===== config.mk =====
export PLATFORM = sky130hd
export DESIGN_NAME = mult_div_unit
export DESIGN_NICKNAME = d
export VERILOG_FILES = /design/src/rtl/mult_div_unit.sv
export SDC_FILE = /design/constraint.sdc
export NUM_CORES = 1
export LEC_CHECK = 0
export BUFFER_PORTS_ARGS = -buffer_cell sky130_fd_sc_hd__buf_2
export CORE_UTILIZATION = 50
export DETAILED_ROUTE_END_ITERATION = 10
export GPL_TIMING_DRIVEN = 0
export PLACE_DENSITY = 0.69
export SYNTH_ARGS = -nofsm -noshare
export SYNTH_HDL_FRONTEND = slang
export SYNTH_SLANG_ARGS = --single-unit

===== constraint.sdc =====
create_clock -name clk -period 3.5 [get_ports clk]
set_input_delay 0.7 -clock clk [delete_from_list [all_inputs] [get_ports clk]]
set_output_delay 0.7 -clock clk [all_outputs]
set_load 0.01 [all_outputs]

===== src/rtl/mult_div_unit.sv =====
`default_nettype none
// ============================================================================
//  Module      : mult_div_unit
//  Description : Iterative HI/LO multiply/divide unit. Executes MULT/MULTU/
//                DIV/DIVU one bit per cycle (shift-add multiply, restoring
//                divide), holds HI/LO and services MTHI/MTLO writes.
//                Optional macro MDU_SIGNED_EN enables signed MULT/DIV; when
//                undefined, op[0] is ignored and every op runs unsigned.
//  Revision    : 1.0 - initial release
// ============================================================================
module mult_div_unit #(
   parameter int WIDTH = 32,
   parameter int CNT_W = 6
) (
   input  logic             clk,
   input  logic             rst_n,
   input  logic             start_i,
   input  logic [1:0]       op_i,
   input  logic [WIDTH-1:0] rs_data_i,
   input  logic [WIDTH-1:0] rt_data_i,
   input  logic             mthi_i,
   input  logic             mtlo_i,
   output logic             busy_o,
   output logic             done_o,
   output logic [WIDTH-1:0] hi_o,
   output logic [WIDTH-1:0] lo_o
);

   typedef enum logic [1:0] {
      S_IDLE = 2'd0,
      S_CALC = 2'd1,
      S_FIX  = 2'd2,
      S_DONE = 2'd3
   } state_t;

   localparam logic [CNT_W-1:0] LAST_ITER = CNT_W'(WIDTH - 1);

   state_t             state_q, state_d;
   logic               is_div_q, is_div_d;
   logic               div0_q, div0_d;
   logic [CNT_W-1:0]   cnt_q, cnt_d;
   logic [WIDTH-1:0]   b_q, b_d;        // multiplicand or divisor magnitude
   logic [2*WIDTH-1:0] acc_q, acc_d;    // product, or quotient in low word
   logic [WIDTH:0]     rem_q, rem_d;    // partial remainder
   logic [WIDTH-1:0]   hi_q, hi_d;
   logic [WIDTH-1:0]   lo_q, lo_d;

   // Operand magnitudes presented at the start edge
   logic [WIDTH-1:0]   mag_a, mag_b;
   logic               unused_bits;

`ifdef MDU_SIGNED_EN
   logic               neg_res_q, neg_res_d;   // operand signs differ
   logic               neg_rem_q, neg_rem_d;   // dividend was negative
   logic               signed_op, a_neg, b_neg;

   // Signed ops (op[0]=0) work on magnitudes and fix the sign at the end
   always_comb begin
      signed_op = ~op_i[0];
      a_neg     = signed_op & rs_data_i[WIDTH-1];
      b_neg     = signed_op & rt_data_i[WIDTH-1];
      mag_a     = a_neg ? (~rs_data_i + 1'b1) : rs_data_i;
      mag_b     = b_neg ? (~rt_data_i + 1'b1) : rt_data_i;
   end

   assign unused_bits = rem_q[WIDTH];
`else
   // Everything runs unsigned; op[0] carries no meaning here
   always_comb begin
      mag_a = rs_data_i;
      mag_b = rt_data_i;
   end

   assign unused_bits = ^{rem_q[WIDTH], op_i[0]};
`endif

   // One shift-add multiply step and one restoring divide step
   logic [WIDTH:0]     mul_sum;
   logic [2*WIDTH-1:0] mul_next;
   logic [WIDTH:0]     rem_sh;
   logic [WIDTH+1:0]   div_diff;
   logic               div_ok;
   logic [WIDTH:0]     rem_next;
   logic [WIDTH-1:0]   quo_next;

   // Datapath for a single iteration of either operation
   always_comb begin
      mul_sum  = {1'b0, acc_q[2*WIDTH-1:WIDTH]} +
                 (acc_q[0] ? {1'b0, b_q} : {(WIDTH+1){1'b0}});
      mul_next = {mul_sum, acc_q[WIDTH-1:1]};
      rem_sh   = {rem_q[WIDTH-1:0], acc_q[WIDTH-1]};
      div_diff = {1'b0, rem_sh} - {2'b00, b_q};
      div_ok   = ~div_diff[WIDTH+1];
      rem_next = div_ok ? div_diff[WIDTH:0] : rem_sh;
      quo_next = {acc_q[WIDTH-2:0], div_ok};
   end

   // Final results after sign correction
   logic [2*WIDTH-1:0] fix_prod;
   logic [WIDTH-1:0]   fix_quo, fix_rem;

   // Sign correction applied in the FIX state
   always_comb begin
      fix_prod = acc_q;
      fix_quo  = acc_q[WIDTH-1:0];
      fix_rem  = rem_q[WIDTH-1:0];
`ifdef MDU_SIGNED_EN
      if (neg_res_q) begin
         fix_prod = ~acc_q + 1'b1;
         fix_quo  = ~acc_q[WIDTH-1:0] + 1'b1;
      end
      if (neg_rem_q) begin
         fix_rem = ~rem_q[WIDTH-1:0] + 1'b1;
      end
`endif
   end

   // Next-state and datapath register update logic
   always_comb begin
      state_d  = state_q;
      is_div_d = is_div_q;
      div0_d   = div0_q;
      cnt_d    = cnt_q;
      b_d      = b_q;
      acc_d    = acc_q;
      rem_d    = rem_q;
      hi_d     = hi_q;
      lo_d     = lo_q;
`ifdef MDU_SIGNED_EN
      neg_res_d = neg_res_q;
      neg_rem_d = neg_rem_q;
`endif
      case (state_q)
         S_IDLE, S_DONE: begin
            state_d = S_IDLE;
            if (start_i) begin
               // start wins over mthi/mtlo in the same cycle
               is_div_d = op_i[1];
               div0_d   = (rt_data_i == '0);
               cnt_d    = '0;
               b_d      = mag_b;
               acc_d    = {{WIDTH{1'b0}}, mag_a};
               rem_d    = '0;
`ifdef MDU_SIGNED_EN
               neg_res_d = a_neg ^ b_neg;
               neg_rem_d = a_neg;
`endif
               state_d  = S_CALC;
            end else begin
               if (mthi_i) hi_d = rs_data_i;
               if (mtlo_i) lo_d = rs_data_i;
            end
         end
         S_CALC: begin
            cnt_d = cnt_q + 1'b1;
            if (is_div_q) begin
               acc_d = {acc_q[2*WIDTH-1:WIDTH], quo_next};
               rem_d = rem_next;
            end else begin
               acc_d = mul_next;
            end
            if (cnt_q == LAST_ITER) state_d = S_FIX;
         end
         S_FIX: begin
            if (is_div_q) begin
               // Divide by zero: remainder path already yields the dividend
               lo_d = div0_q ? {WIDTH{1'b1}} : fix_quo;
               hi_d = fix_rem;
            end else begin
               hi_d = fix_prod[2*WIDTH-1:WIDTH];
               lo_d = fix_prod[WIDTH-1:0];
            end
            state_d = S_DONE;
         end
         default: state_d = S_IDLE;
      endcase
   end

   // State and datapath registers, cleared asynchronously
   always_ff @(posedge clk or negedge rst_n) begin
      if (!rst_n) begin
         state_q  <= S_IDLE;
         is_div_q <= 1'b0;
         div0_q   <= 1'b0;
         cnt_q    <= '0;
         b_q      <= '0;
         acc_q    <= '0;
         rem_q    <= '0;
         hi_q     <= '0;
         lo_q     <= '0;
`ifdef MDU_SIGNED_EN
         neg_res_q <= 1'b0;
         neg_rem_q <= 1'b0;
`endif
      end else begin
         state_q  <= state_d;
         is_div_q <= is_div_d;
         div0_q   <= div0_d;
         cnt_q    <= cnt_d;
         b_q      <= b_d;
         acc_q    <= acc_d;
         rem_q    <= rem_d;
         hi_q     <= hi_d;
         lo_q     <= lo_d;
`ifdef MDU_SIGNED_EN
         neg_res_q <= neg_res_d;
         neg_rem_q <= neg_rem_d;
`endif
      end
   end

   assign busy_o = (state_q == S_CALC) || (state_q == S_FIX);
   assign done_o = (state_q == S_DONE);
   assign hi_o   = hi_q;
   assign lo_o   = lo_q;

endmodule
`default_nettype wire


==> key figures, run 1 <==
Worst setup path
  – Worst r2r dst: acc_q[62]
  – CP Class: reg2reg
  – Crit path buffers/inverters: 1
  – Critical Path RT: approximately 3.9 ns
  – Max incr delay on CP: about 0.44 ns
  – Arrival time worst endpoint: about 3.8 ns
  – Worst flop-to-flop path startpoint: acc_q[0]
  – Crit path launch: acc_q[0]
  – Slowest CP cell: dfrtp_2
  – Cell family with most CP delay: compound AO/OA/AOI/OAI gates
  – Number of cells on the worst reg-to-reg path: 13
  – Kind of start point of the critical path: register
  – Worst Path Max Fanout: 9
  – Setup crit end kind: register
  – Cell chain of the critical path: buf_6, and2_1, ha_1, a2111oi_2, o21ai_1, a21oi_2, o31a_1, a31oi_2, a221o_1, a21o_1, a21oi_1, xor2_1, o21ai_0
  – Stages on the worst setup path: 13
  – R2R Setup Slk: approximately 0.09 ns
  – CP endpoint: acc_q[62]

Logic synthesis
  – Share of the synthesized area in the top cell type: 0.402
  – Number of flops mapped to enable cells by yosys: 0
  – Synth cell types: 59
  – Gate Count Post-Synth: around 1400
  – Post-synthesis sequential area ratio: 0.402
  – Avg Cell Area, Syn: 8.80 um^2
  – Asr flop ratio synth: 1.00
  – Synth Warn #: 0
  – Ys flop type: dfrtp_1
  – Top-count cell post-synth: dfrtp_1
  – Post-synthesis instance area: ~13000 um^2
  – Post-synth net total: ~1600
  – Flops & latches, synth: between 200 and 250
  – Synth top cells by count: 202 x dfrtp_1, 198 x nand2_1, 158 x o21ai_0, 120 x a21oi_1, 94 x nor2_1
  – Yosys top cell by area: dfrtp_1
  – Largest cells by area after synthesis: dfrtp_1 40%, ha_1 6.8%, o21ai_0 6.3%

STA
  – Post-route setup TNS: 0 ns
  – RSZ-0062 raised after global routing: true
  – Final setup vio count: 0
  – Rel. slew slack: 0.262
  – Fin. max-slew vios: 0
  – Tcrit/Tclk final: 0.974
  – Max Fclk: 293 MHz
  – Least-Margin Pin Slew: between 1 and 1.5 ns
  – Period minus WS final: between 3 and 4 ns
  – Worst Skew: about 0.011 ns
  – Final Hold Viols: 0

CTS
  – Clock Path Buffers: 3
  – Clock-pin slew on the worst setup and hold paths: around 0.060 ns
  – CTS Buf Count: 24
  – Worst skew pair latency: about 0.52 ns
  – H-Tree Depth: 1
  – CTS tree: done
  – Root buffer cell: clkbuf_16
  – Hold_buf cts: 0
  – Clk sink count: a little over 200

Power and ir drop
  – Pwr Total: 0.0135 W
  – P_sw: 0.00597 W
  – Comb power frac: 0.508
  – Reg power frac: 0.293
  – Clock power frac: 0.199
  – P_int: 0.00748 W
  – VDD IR max: 0.547 mV
  – Leakage power: around 7.0 nW
  – Switching share of total power: 0.444
  – PwrDens: about 900 nW/um^2

Floorplanning
  – FP Rows: 57
  – Die area: about 26000 um^2
  – Die Y: approximately 160 um
  – Starting Density: 0.514
  – I/O pin cnt: about 140
  – CORE AREA: 24500 um^2
  – Die Wd: about 160 um

Place
  – Placed insts: 1888
  – Gpl congestion: ~0.9
  – Port Buf Inserts: approximately 140
  – Dpl hpwl: roughly 28000 um
  – Dpl cell area: 13700 um^2

Hold path
  – Worst hold path class: in2async

GRT
  – Tot GR Track Use: 0.290
  – Vias in the first global route: around 11000
  – First-pass GRT wire length: between 50000 and 60000 um
  – Largest net degree at the start of global routing: around 110
  – Congestion Overflow GR: 0
  – Initial antenna violation count: 0

Route
  – Via count: roughly 11000
  – DR pass1 iterations: 5
  – DRC viols: 0
  – DRT antenna net count: 0
  – Final WL: about 37000 um
  – Drt first-iter violations: 977
  – Routed WL per cell: roughly 19 um
  – DR vias/cell: about 6

Layout
  – Share of layout cells above drive strength 1: 0.175
  – Synthesis-to-finish area growth: 18.8%
  – Post-route cell area: 14900 um^2
  – Cell Count, Final, Fillers Out: 1951
  – Nets@finish: between 1500 and 2000
  – # diodes: 0

Flow run
  – Max_cap viols: 0

Status
  – Outcome: completed
==> cell type report <==
type,instances,area [um^2]
tap,324,405
clock buffer,36,727
sequential,202,5060
multi-input combinational,1095,7220
timing repair buffer,156,876
buffer,79,337
clock inverter,8,121
fill,2149,9520
inverter,51,191
==> logic make-up after synthesis <==
family,Yosys count,share of synthesized area
AND/OR/NAND/NOR,409,0.143
AO/OA/AOI/OAI,452,0.214
multiplexers,107,0.0886
adder cells (fa/ha/maj),70,0.0709
XOR/XNOR,57,0.0397
flip-flops,202,0.402
buffers and inverters,131,0.0409
==> power groups by stage <==
stage / sequential, W / combinational (W) / clock, W
2_1_floorplan: 0.00389 / 0.00446 / 0
3_3_place_gp: 0.00394 / 0.00636 / 0
3_5_place_dp: 0.00397 / 0.00647 / 0
4_1_cts: 0.00393 / 0.00657 / 0.00270
5_1_grt: 0.00405 / 0.00762 / 0.00279
6_report: 0.00394 / 0.00684 / 0.00268
==> cell usage in the layout, fill, tap and decap left out, drive strengths merged, types with 16 or more instances in the layout <==
master	count
dfrtp	202
nand2	198
buf	177
o21ai	172
a21oi	120
nor2	94
clkbuf	93
mux2i	73
ha	68
inv	51
and2	34
mux2	34
a21o	32
xnor2	32
o22ai	32
nand3	26
xor2	25
o311ai	16
==> worst register-to-register path: cells and delay by family (launching register included) <==
family,cells,cell delay [ns]
XOR/XNOR,1,0.17
AND/OR/NAND/NOR,1,0.14
AO/OA/AOI/OAI,9,2.04
adder cells (fa/ha/maj),1,0.34
buffers and inverters,1,0.15
flip-flops,1,0.44
==> per-layer routing <==
metal	track usage	up-vias	part of all wire
met1	0.413	5495	0.46
met2	0.461	363	0.45
met3	0.0271	70	0.056
met4	0.101	0	0.028
li1	-	5473	-
met5	0	-	0
==> flip-flops by register name, indices dropped and copies added (netlist names) <==
register and flops:
b_q 32, hi_o 32, state_q 2, lo_o 32, is_div_q 1, rem_q 32
div0_q 1, acc_q 64, cnt_q 6
==> timing repair <==
action | 4_1_cts | 5_1_grt
setup endpoints to repair | 47 | 52
resized for setup | 16 | 51
pin swaps | 4 | 20
cloned | 0 | 0
setup buffers | 5 | 15
==> how the worst min path moves through the flow <==
stage                     cells after the start  startpoint  endpoint
final                                         1       rst_n  lo_o[25]
after global routing                          1       rst_n  lo_o[26]
after CTS                                     1       rst_n  lo_o[26]
after detailed placement                      2    hi_o[28]  hi_o[28]
after global placement                        2    hi_o[24]  hi_o[24]
after floorplan                               0       rst_n  acc_q[0]
==> metrics by stage <==
| step | worst slack, ns | hold WS (ns) | util |
|---|---|---|---|
| global placement | -1.78 | 0.465 | 0.558 |
| detailed placement | -0.770 | 0.468 | 0.560 |
| floorplan | 0.253 | 0.404 | - |
| CTS | -0.00853 | 0.248 | 0.599 |
| finish | 0.0896 | 0.207 | 0.611 |
| global route | -0.0347 | 0.275 | 0.611 |
No activity file was read; power rests on OpenSTA's default activity.
==> run 2, diff against run 1 <==
--- a/config.mk
+++ b/config.mk
@@ -5,7 +5,9 @@
 export SDC_FILE = /design/constraint.sdc
 export NUM_CORES = 1
 export LEC_CHECK = 0
+export ABC_AREA = 1
 export BUFFER_PORTS_ARGS = -buffer_cell sky130_fd_sc_hd__buf_2
+export CORE_MARGIN = 10
 export CORE_UTILIZATION = 50
 export DETAILED_ROUTE_END_ITERATION = 10
 export GPL_TIMING_DRIVEN = 0
==> key figures, run 2 <==
Logic synthesis
  – Flops & latches, synth: 202 (unchanged)
  – Post-synthesis sequential area ratio: 0.359 (-0.0429)
  – Post-synth net total: 2255 (+44%)
  – Synth Area in Compound Gates: 0.156 (-0.0581)
  – Synth Warn #: 0 (unchanged)
  – Gate Count Post-Synth: 2114 (+48%)
  – Number of flops mapped to enable cells by yosys: 0 (unchanged)
  – Share of the synthesized area in the top cell type: 0.359 (-0.0429)
  – Largest cells by area after synthesis: dfrtp_1 36%, nand2_1 18%, inv_1 7.7%
  – Synth top cells by count: 657 x nand2_1, 288 x inv_1, 202 x dfrtp_1, 196 x nor2_1, 142 x o21ai_0
  – Synth cell types: 45 (-24%)
  – Avg Cell Area, Syn: 6.66 um^2 (-24%)
  – Largest family of logic cells by synthesized area: simple AND/OR/NAND/NOR gates
  – Ys flop type: dfrtp_1
  – Post-synthesis instance area: 14100 um^2 (+12%)
  – Asr flop ratio synth: 1.00 (unchanged)
  – Xor/xnor cell area share of the yosys netlist: 0.00996 (-0.0298)
  – Yosys top cell by area: dfrtp_1
  – Post-synthesis mux area share: 0 (-0.0886)
  – Synth Area in Adders: 0.0633 (-0.00757)
  – Synth Area in Simple Gates: 0.306 (+0.163)
  – Top-count cell post-synth: nand2_1

Power and ir drop
  – Switching share of total power: 0.236 (-0.208)
  – Leakage power: 8.26 nW (+18%)
  – Clock power frac: 0.503 (+0.304)
  – Reg power frac: 0.470 (+0.177)
  – PwrDens: 310 nW/um^2 (-66%)
  – P_int: 0.00379 W (-49%)
  – VDD IR max: 0.355 mV (-35%)
  – P_sw: 0.00117 W (-80%)
  – Comb power frac: 0.027 (-0.481)

Route
  – DRT antenna net count: 0 (unchanged)
  – Routed WL per cell: 20.0 um (+5.6%)
  – DR vias/cell: 5.63 (-3.6%)
  – DRC viols: 0 (unchanged)
  – DR pass1 iterations: 6 (+1)
  – Drt first-iter violations: 1627 (+67%)
  – Via count: 15000 (+32%)
  – Final WL: 53300 um (+45%)

Layout
  – FILL cells: 2830 (+32%)
  – Nets@finish: 2417 (+38%)
  – Synthesis-to-finish area growth: 13.9%
  – Share of layout cells above drive strength 1: 0.102 (-0.0721)
  – Cell Count, Final, Fillers Out: 2671 (+37%)
  – Commonest non-fill, non-tap cell in the layout: nand2_1
  – # diodes: 0 (unchanged)
  – Reg with most FFs: acc_q
  – Area of the multi-input gates: 7540 um^2 (+4.4%)
  – Register Area: 5050 um^2 (about the same)
  – Max reg flops: 64 (unchanged)
  – Most frequent cells in the layout: 657 x nand2_1, 288 x inv_1, 202 x dfrtp_1, 196 x nor2_1, 155 x buf_2

STA
  – Max Fclk: 313 MHz (+6.7%)
  – Post-route setup TNS: 0 ns (unchanged)
  – Hold_ws: 0.179 ns (-0.0278 ns)
  – Worst Skew: 0.0158 ns (+0.00467 ns)
  – Final Hold Viols: 0 (unchanged)
  – Period minus WS final: 3.20 ns (-0.213 ns)
  – RSZ-0062 raised after global routing: false
  – Least-Margin Pin Slew: 0.858 ns (-0.249 ns)
  – Final setup vio count: 0 (unchanged)
  – Fin. max-slew vios: 0 (unchanged)
  – Tcrit/Tclk final: 0.914 (-0.0608)
  – Rel. slew slack: 0.423 (+0.161)

Worst setup path
  – Worst Path Max Fanout: 10 (+1)
  – CP Class: reg2reg
  – Arrival time worst endpoint: 3.63 ns (-0.16 ns)
  – Critical Path RT: 3.93 ns (+0.05 ns)
  – Kind of start point of the critical path: register
  – Setup crit end kind: register

Place
  – Placed insts: 2628 (+39%)
  – Gpl congestion: 0.989 (+7.3%)
  – Port Buf Inserts: 135 (unchanged)
  – Dpl hpwl: 42800 um (+55%)

Floorplanning
  – CORE AREA: 27800 um^2 (+14%)
  – FP Rows: 61 (+7.0%)
  – Die Y: 188 um (+17%)
  – Die Wd: 188 um (+17%)
  – Die area: 35300 um^2 (+37%)
  – I/O pin cnt: 137 (unchanged)
  – Starting Density: 0.507 (-0.00731)

CTS
  – Clock Path Buffers: 3 (unchanged)
  – CTS Buf Count: 25 (+4.2%)
  – Hold_buf cts: 0 (unchanged)
  – Clk sink count: 202 (unchanged)
  – H-Tree Depth: 1 (unchanged)
  – CTS tree: done
  – Root buffer cell: clkbuf_16
  – Clock-pin slew on the worst setup and hold paths: 0.07 ns (about the same)
  – Worst skew pair latency: 0.54 ns (+0.02 ns)

GRT
  – Vias in the first global route: 14400 (+28%)
  – Initial antenna violation count: 0 (unchanged)
  – Congestion Overflow GR: 0 (unchanged)
  – Largest net degree at the start of global routing: 117 (+10%)
  – First-pass GRT wire length: 82200 um (+38%)
  – Tot GR Track Use: 0.293 (+0.00325)

Status
  – Outcome: completed

Hold path
  – Worst hold path class: in2async

Flow run
  – Max_cap viols: 0 (unchanged)
[run 2: changes by cell type in the layout (fill, tap and decap cells not counted), sizes merged, moves of 21 or more]
cell   previous run  this run
nand2           198       664
inv              51       299
nor2             94       203
nand3            26       130
a31oi             7        91
mux2i            73         0
mux2             34         0
and2             34         4
o22ai            32         2
a21o             32         3
xor2             25         4
[run 2: worst max-delay path: stages (launching register included)]
cell and delay, ns:
dfrtp_1 0.54, clkbuf_2 0.33, nand2_1 0.08, inv_1 0.06
ha_1 0.24, inv_1 0.08, fa_1 0.38, inv_1 0.07
nand2_1 0.09, o21ai_2 0.25, nand2_1 0.09, nand2_1 0.14
nand3_1 0.11, nand2_1 0.25, nand2_1 0.13, nand2_1 0.09
nand2_1 0.05, nand3_1 0.07, nand2_1 0.05
[run 2: power groups by stage]
| stage | logic, W | clock network [W] | registers, W |
|---|---|---|---|
| detailed placement | 0.000134 | 0 | 0.00238 |
| global route | 0.000148 | 0.00261 | 0.00233 |
| global placement | 0.000128 | 0 | 0.00238 |
| CTS | 0.000134 | 0.00250 | 0.00234 |
| floorplan | 0.0000201 | 0 | 0.00238 |
| finish | 0.000132 | 0.00250 | 0.00234 |
[run 2: cells by family after synthesis]
| group | Yosys count |
|---|---|
| DFF | 202 |
| and+or+nand+nor | 1047 |
| adders and majority gates | 70 |
| AOI/OAI and AO/OA | 402 |
| buffers and inverters | 377 |
| xor gates and xnor gates | 16 |
[run 2: metal layers]
metal  global-route usage  up-vias  share of wire
li1                     -     7145              -
met1                0.397     7052           0.42
met2                0.452      729           0.44
met3               0.0523      122          0.090
met4                0.121        0          0.045
met5                    0        -              0
[run 2: path summary, 6_finish.rpt]
check,startpoint,end,slack [ns],cells after the start
worst max-delay path,acc_q[0],acc_q[49],0.30,18
worst min-delay path,rst_n,rem_q[12],0.18,1
worst max register to register,acc_q[0],acc_q[49],0.30,18
worst min register to register,rem_q[30],rem_q[30],0.51,2
max in group asynchronous,rst_n,lo_o[9],2.24,2
min in group clk,rt_data_i[25],b_q[25],0.40,3
[run 2: metrics by stage]
step | cell area (um^2) | setup slack (ns) | utilization | total power, W
finish | 16000 | 0.302 | 0.577 | 0.00497
detailed placement | 15300 | -0.0632 | 0.549 | 0.00251
global placement | 15200 | -1.89 | 0.548 | 0.00251
global route | 16000 | 0.0502 | 0.577 | 0.00510
CTS | 16000 | 0.0900 | 0.577 | 0.00497
floorplan | 14100 | 0.944 | - | 0.00240
[run 2: area by class of cell]
type                            count  area share
Clock inverter                     10     0.00398
Tap cell                          378      0.0295
Inverter                          298      0.0698
Sequential cell                   202       0.315
Timing Repair Buffer              136      0.0445
Multi-Input combinational cell   1535       0.470
Buffer                             78      0.0223
Clock buffer                       34      0.0442
[run 2: timing repair]
| item | CTS | global route |
|---|---|---|
| setup buffers | 0 | 0 |
| cloned | 0 | 0 |
| endpoints found under the setup margin | 5 | 7 |
| resized for setup | 1 | 1 |
==> run 3, diff against run 2 <==
==> constraint.sdc (replaced) <==
create_clock -name clk -period 2.6 [get_ports clk]
set_input_delay 0.52 -clock clk [delete_from_list [all_inputs] [get_ports clk]]
set_output_delay 0.52 -clock clk [all_outputs]
set_load 0.01 [all_outputs]
==> key figures, run 3 (synthesized netlist as in run 2, its figures left out) <==
CTS
  – Worst skew pair latency: 0.54 ns (about the same)
  – Root buffer cell: clkbuf_16
  – H-Tree Depth: 1 (unchanged)
  – Hold_buf cts: 0 (unchanged)
  – Clock-pin slew on the worst setup and hold paths: 0.07 ns (about the same)
  – Clk sink count: 202 (unchanged)
  – CTS Buf Count: 25 (unchanged)
  – Clock Path Buffers: 3 (unchanged)
  – CTS tree: done

STA
  – Hold_ws: -0.0168 ns (-0.196 ns)
  – Least-Margin Pin Slew: 0.916 ns (+0.0582 ns)
  – Final Hold Viols: 6 (+6)
  – Period minus WS final: 2.57 ns (-0.632 ns)
  – Worst Skew: 0.0155 ns (-0.000334 ns)
  – Tcrit/Tclk final: 0.987 (+0.0732)
  – Final setup vio count: 0 (unchanged)
  – Rel. slew slack: 0.383 (-0.0392)
  – Fin. max-slew vios: 0 (unchanged)
  – RSZ-0062 raised after global routing: true
  – Max Fclk: 390 MHz (+25%)

Worst setup path
  – Setup crit end kind: register
  – Crit path launch: acc_q[0]
  – CP endpoint: acc_q[55]
  – Number of cells on the worst reg-to-reg path: 13 (-5)
  – Worst r2r dst: acc_q[55]
  – Worst flop-to-flop path startpoint: acc_q[0]
  – Critical Path RT: 3.03 ns (-0.90 ns)
  – CP Class: reg2reg
  – Arrival time worst endpoint: 2.99 ns (-0.64 ns)
  – Worst Path Max Fanout: 9 (-1)
  – Kind of start point of the critical path: register
  – R2R Setup Slk: 0.03 ns (-0.27 ns)

Layout
  – Commonest non-fill, non-tap cell in the layout: nand2_1
  – Most frequent cells in the layout: 640 x nand2_1, 286 x inv_1, 201 x dfrtp_1, 179 x nor2_1, 155 x buf_2
  – FILL cells: 2803 (-0.95%)
  – Max reg flops: 64 (unchanged)
  – Nets@finish: 2424 (+0.29%)
  – # diodes: 0 (unchanged)
  – Share of layout cells above drive strength 1: 0.143 (+0.0406)
  – Post-route cell area: 16400 um^2 (+2.5%)
  – Fin util: 0.592 (+0.0144)
  – Synthesis-to-finish area growth: 16.8%
  – Reg with most FFs: acc_q

Place
  – Port Buf Inserts: 135 (unchanged)
  – Gpl congestion: 0.989 (unchanged)
  – Dpl hpwl: 42800 um (unchanged)
  – Dpl cell area: 15300 um^2 (unchanged)

Route
  – Via count: 15100 (+0.23%)
  – DRC viols: 0 (unchanged)
  – Routed WL per cell: 20.1 um (+0.85%)
  – Final WL: 53900 um (+1.1%)
  – DR vias/cell: 5.63 (about the same)
  – DRT antenna net count: 0 (unchanged)
  – DR pass1 iterations: 6 (unchanged)
  – Drt first-iter violations: 1596 (-1.9%)

Flow run
  – Max_cap viols: 0 (unchanged)

GRT
  – First-pass GRT wire length: 82500 um (+0.40%)
  – Vias in the first global route: 14400 (+0.15%)
  – Largest net degree at the start of global routing: 117 (unchanged)
  – Initial antenna violation count: 0 (unchanged)
  – Congestion Overflow GR: 0 (unchanged)
  – Tot GR Track Use: 0.294 (+0.00134)

Floorplanning
  – CORE AREA: 27800 um^2 (unchanged)
  – Die Y: 188 um (unchanged)
  – Starting Density: 0.507 (unchanged)
  – Die area: 35300 um^2 (unchanged)
  – Die Wd: 188 um (unchanged)
  – FP Rows: 61 (unchanged)
  – I/O pin cnt: 137 (unchanged)

Hold path
  – Worst hold path class: in2async

Status
  – Outcome: finished, violations left
  – Violated checks: hold timing

Power and ir drop
  – Leakage power: 8.30 nW (+0.53%)
  – PwrDens: 407 nW/um^2 (+31%)
  – VDD IR max: 0.483 mV (+36%)
-- run 3: power by group --
part / switching (W) / leakage, nW / total (W) / internal (W)
Combinational: 0.000126 / 5.64 / 0.000178 / 0.0000523
Clock: 0.00146 / 0.386 / 0.00337 / 0.00191
Sequential: 0 / 2.27 / 0.00314 / 0.00314
Total: 0.00158 / 8.30 / 0.00669 / 0.00511
-- run 3: how the worst min path moves through the flow --
| stage | slack (ns) | endpoint | start | cells past startpoint |
|---|---|---|---|---|
| floorplan | 0.22 | acc_q[0] | rst_n | 0 |
| global placement | 0.47 | div0_q | div0_q | 2 |
| detailed placement | 0.49 | div0_q | div0_q | 2 |
| CTS | 0.03 | rem_q[12] | rst_n | 1 |
| global route | 0.05 | rem_q[12] | rst_n | 1 |
| finish | -0.02 | rem_q[12] | rst_n | 1 |
-- run 3: final cells by class --
type	instances	area, um^2	share of cell area
Tap cell	378	473	0.0288
Timing Repair Buffer	143	766	0.0466
Clock buffer	34	709	0.0432
Inverter	298	1120	0.0681
Clock inverter	10	63.8	0.00388
Sequential cell	202	5060	0.308
Multi-Input combinational cell	1535	7870	0.479
Buffer	78	378	0.0230
-- run 3: timing repair --
action | CTS | global route
pin swaps | 3 | 6
endpoints found under the setup margin | 30 | 59
hold endpoints to repair | 0 | 0
setup buffers | 5 | 2
cloned | 0 | 0
gates resized for setup | 17 | 103
-- run 3: through the flow --
step / instances / TNS (ns) / total power (W) / setup slack, ns
after floorplan: 2114 / 0 / 0.00323 / 0.0441
after global placement: 2627 / -534.28 / 0.00337 / -2.61
after detailed placement: 2628 / -13.45 / 0.00338 / -0.963
after CTS: 2676 / 0 / 0.00668 / 0.0129
after global routing: 2678 / -0.121 / 0.00686 / -0.0450
final: 2678 / 0 / 0.00669 / 0.0344
-- run 3: critical path: stages, from the launching register on --
cell      delay [ns]
dfrtp_2         0.44
clkbuf_8        0.15
buf_4           0.17
nand2_1         0.07
inv_1           0.04
ha_1            0.37
nand2_1         0.10
o21ai_0         0.38
o21bai_4        0.23
nand2_1         0.14
nand3_1         0.14
nand2_1         0.06
nand3_1         0.11
nand2_1         0.06
-- run 3: layer usage --
metal / wire length, um / track usage / up-vias
met4: 2360 / 0.117 / 0
met3: 4680 / 0.0518 / 121
li1: - / - / 7164
met5: 0 / 0 / -
met1: 22900 / 0.400 / 7099
met2: 23900 / 0.455 / 699
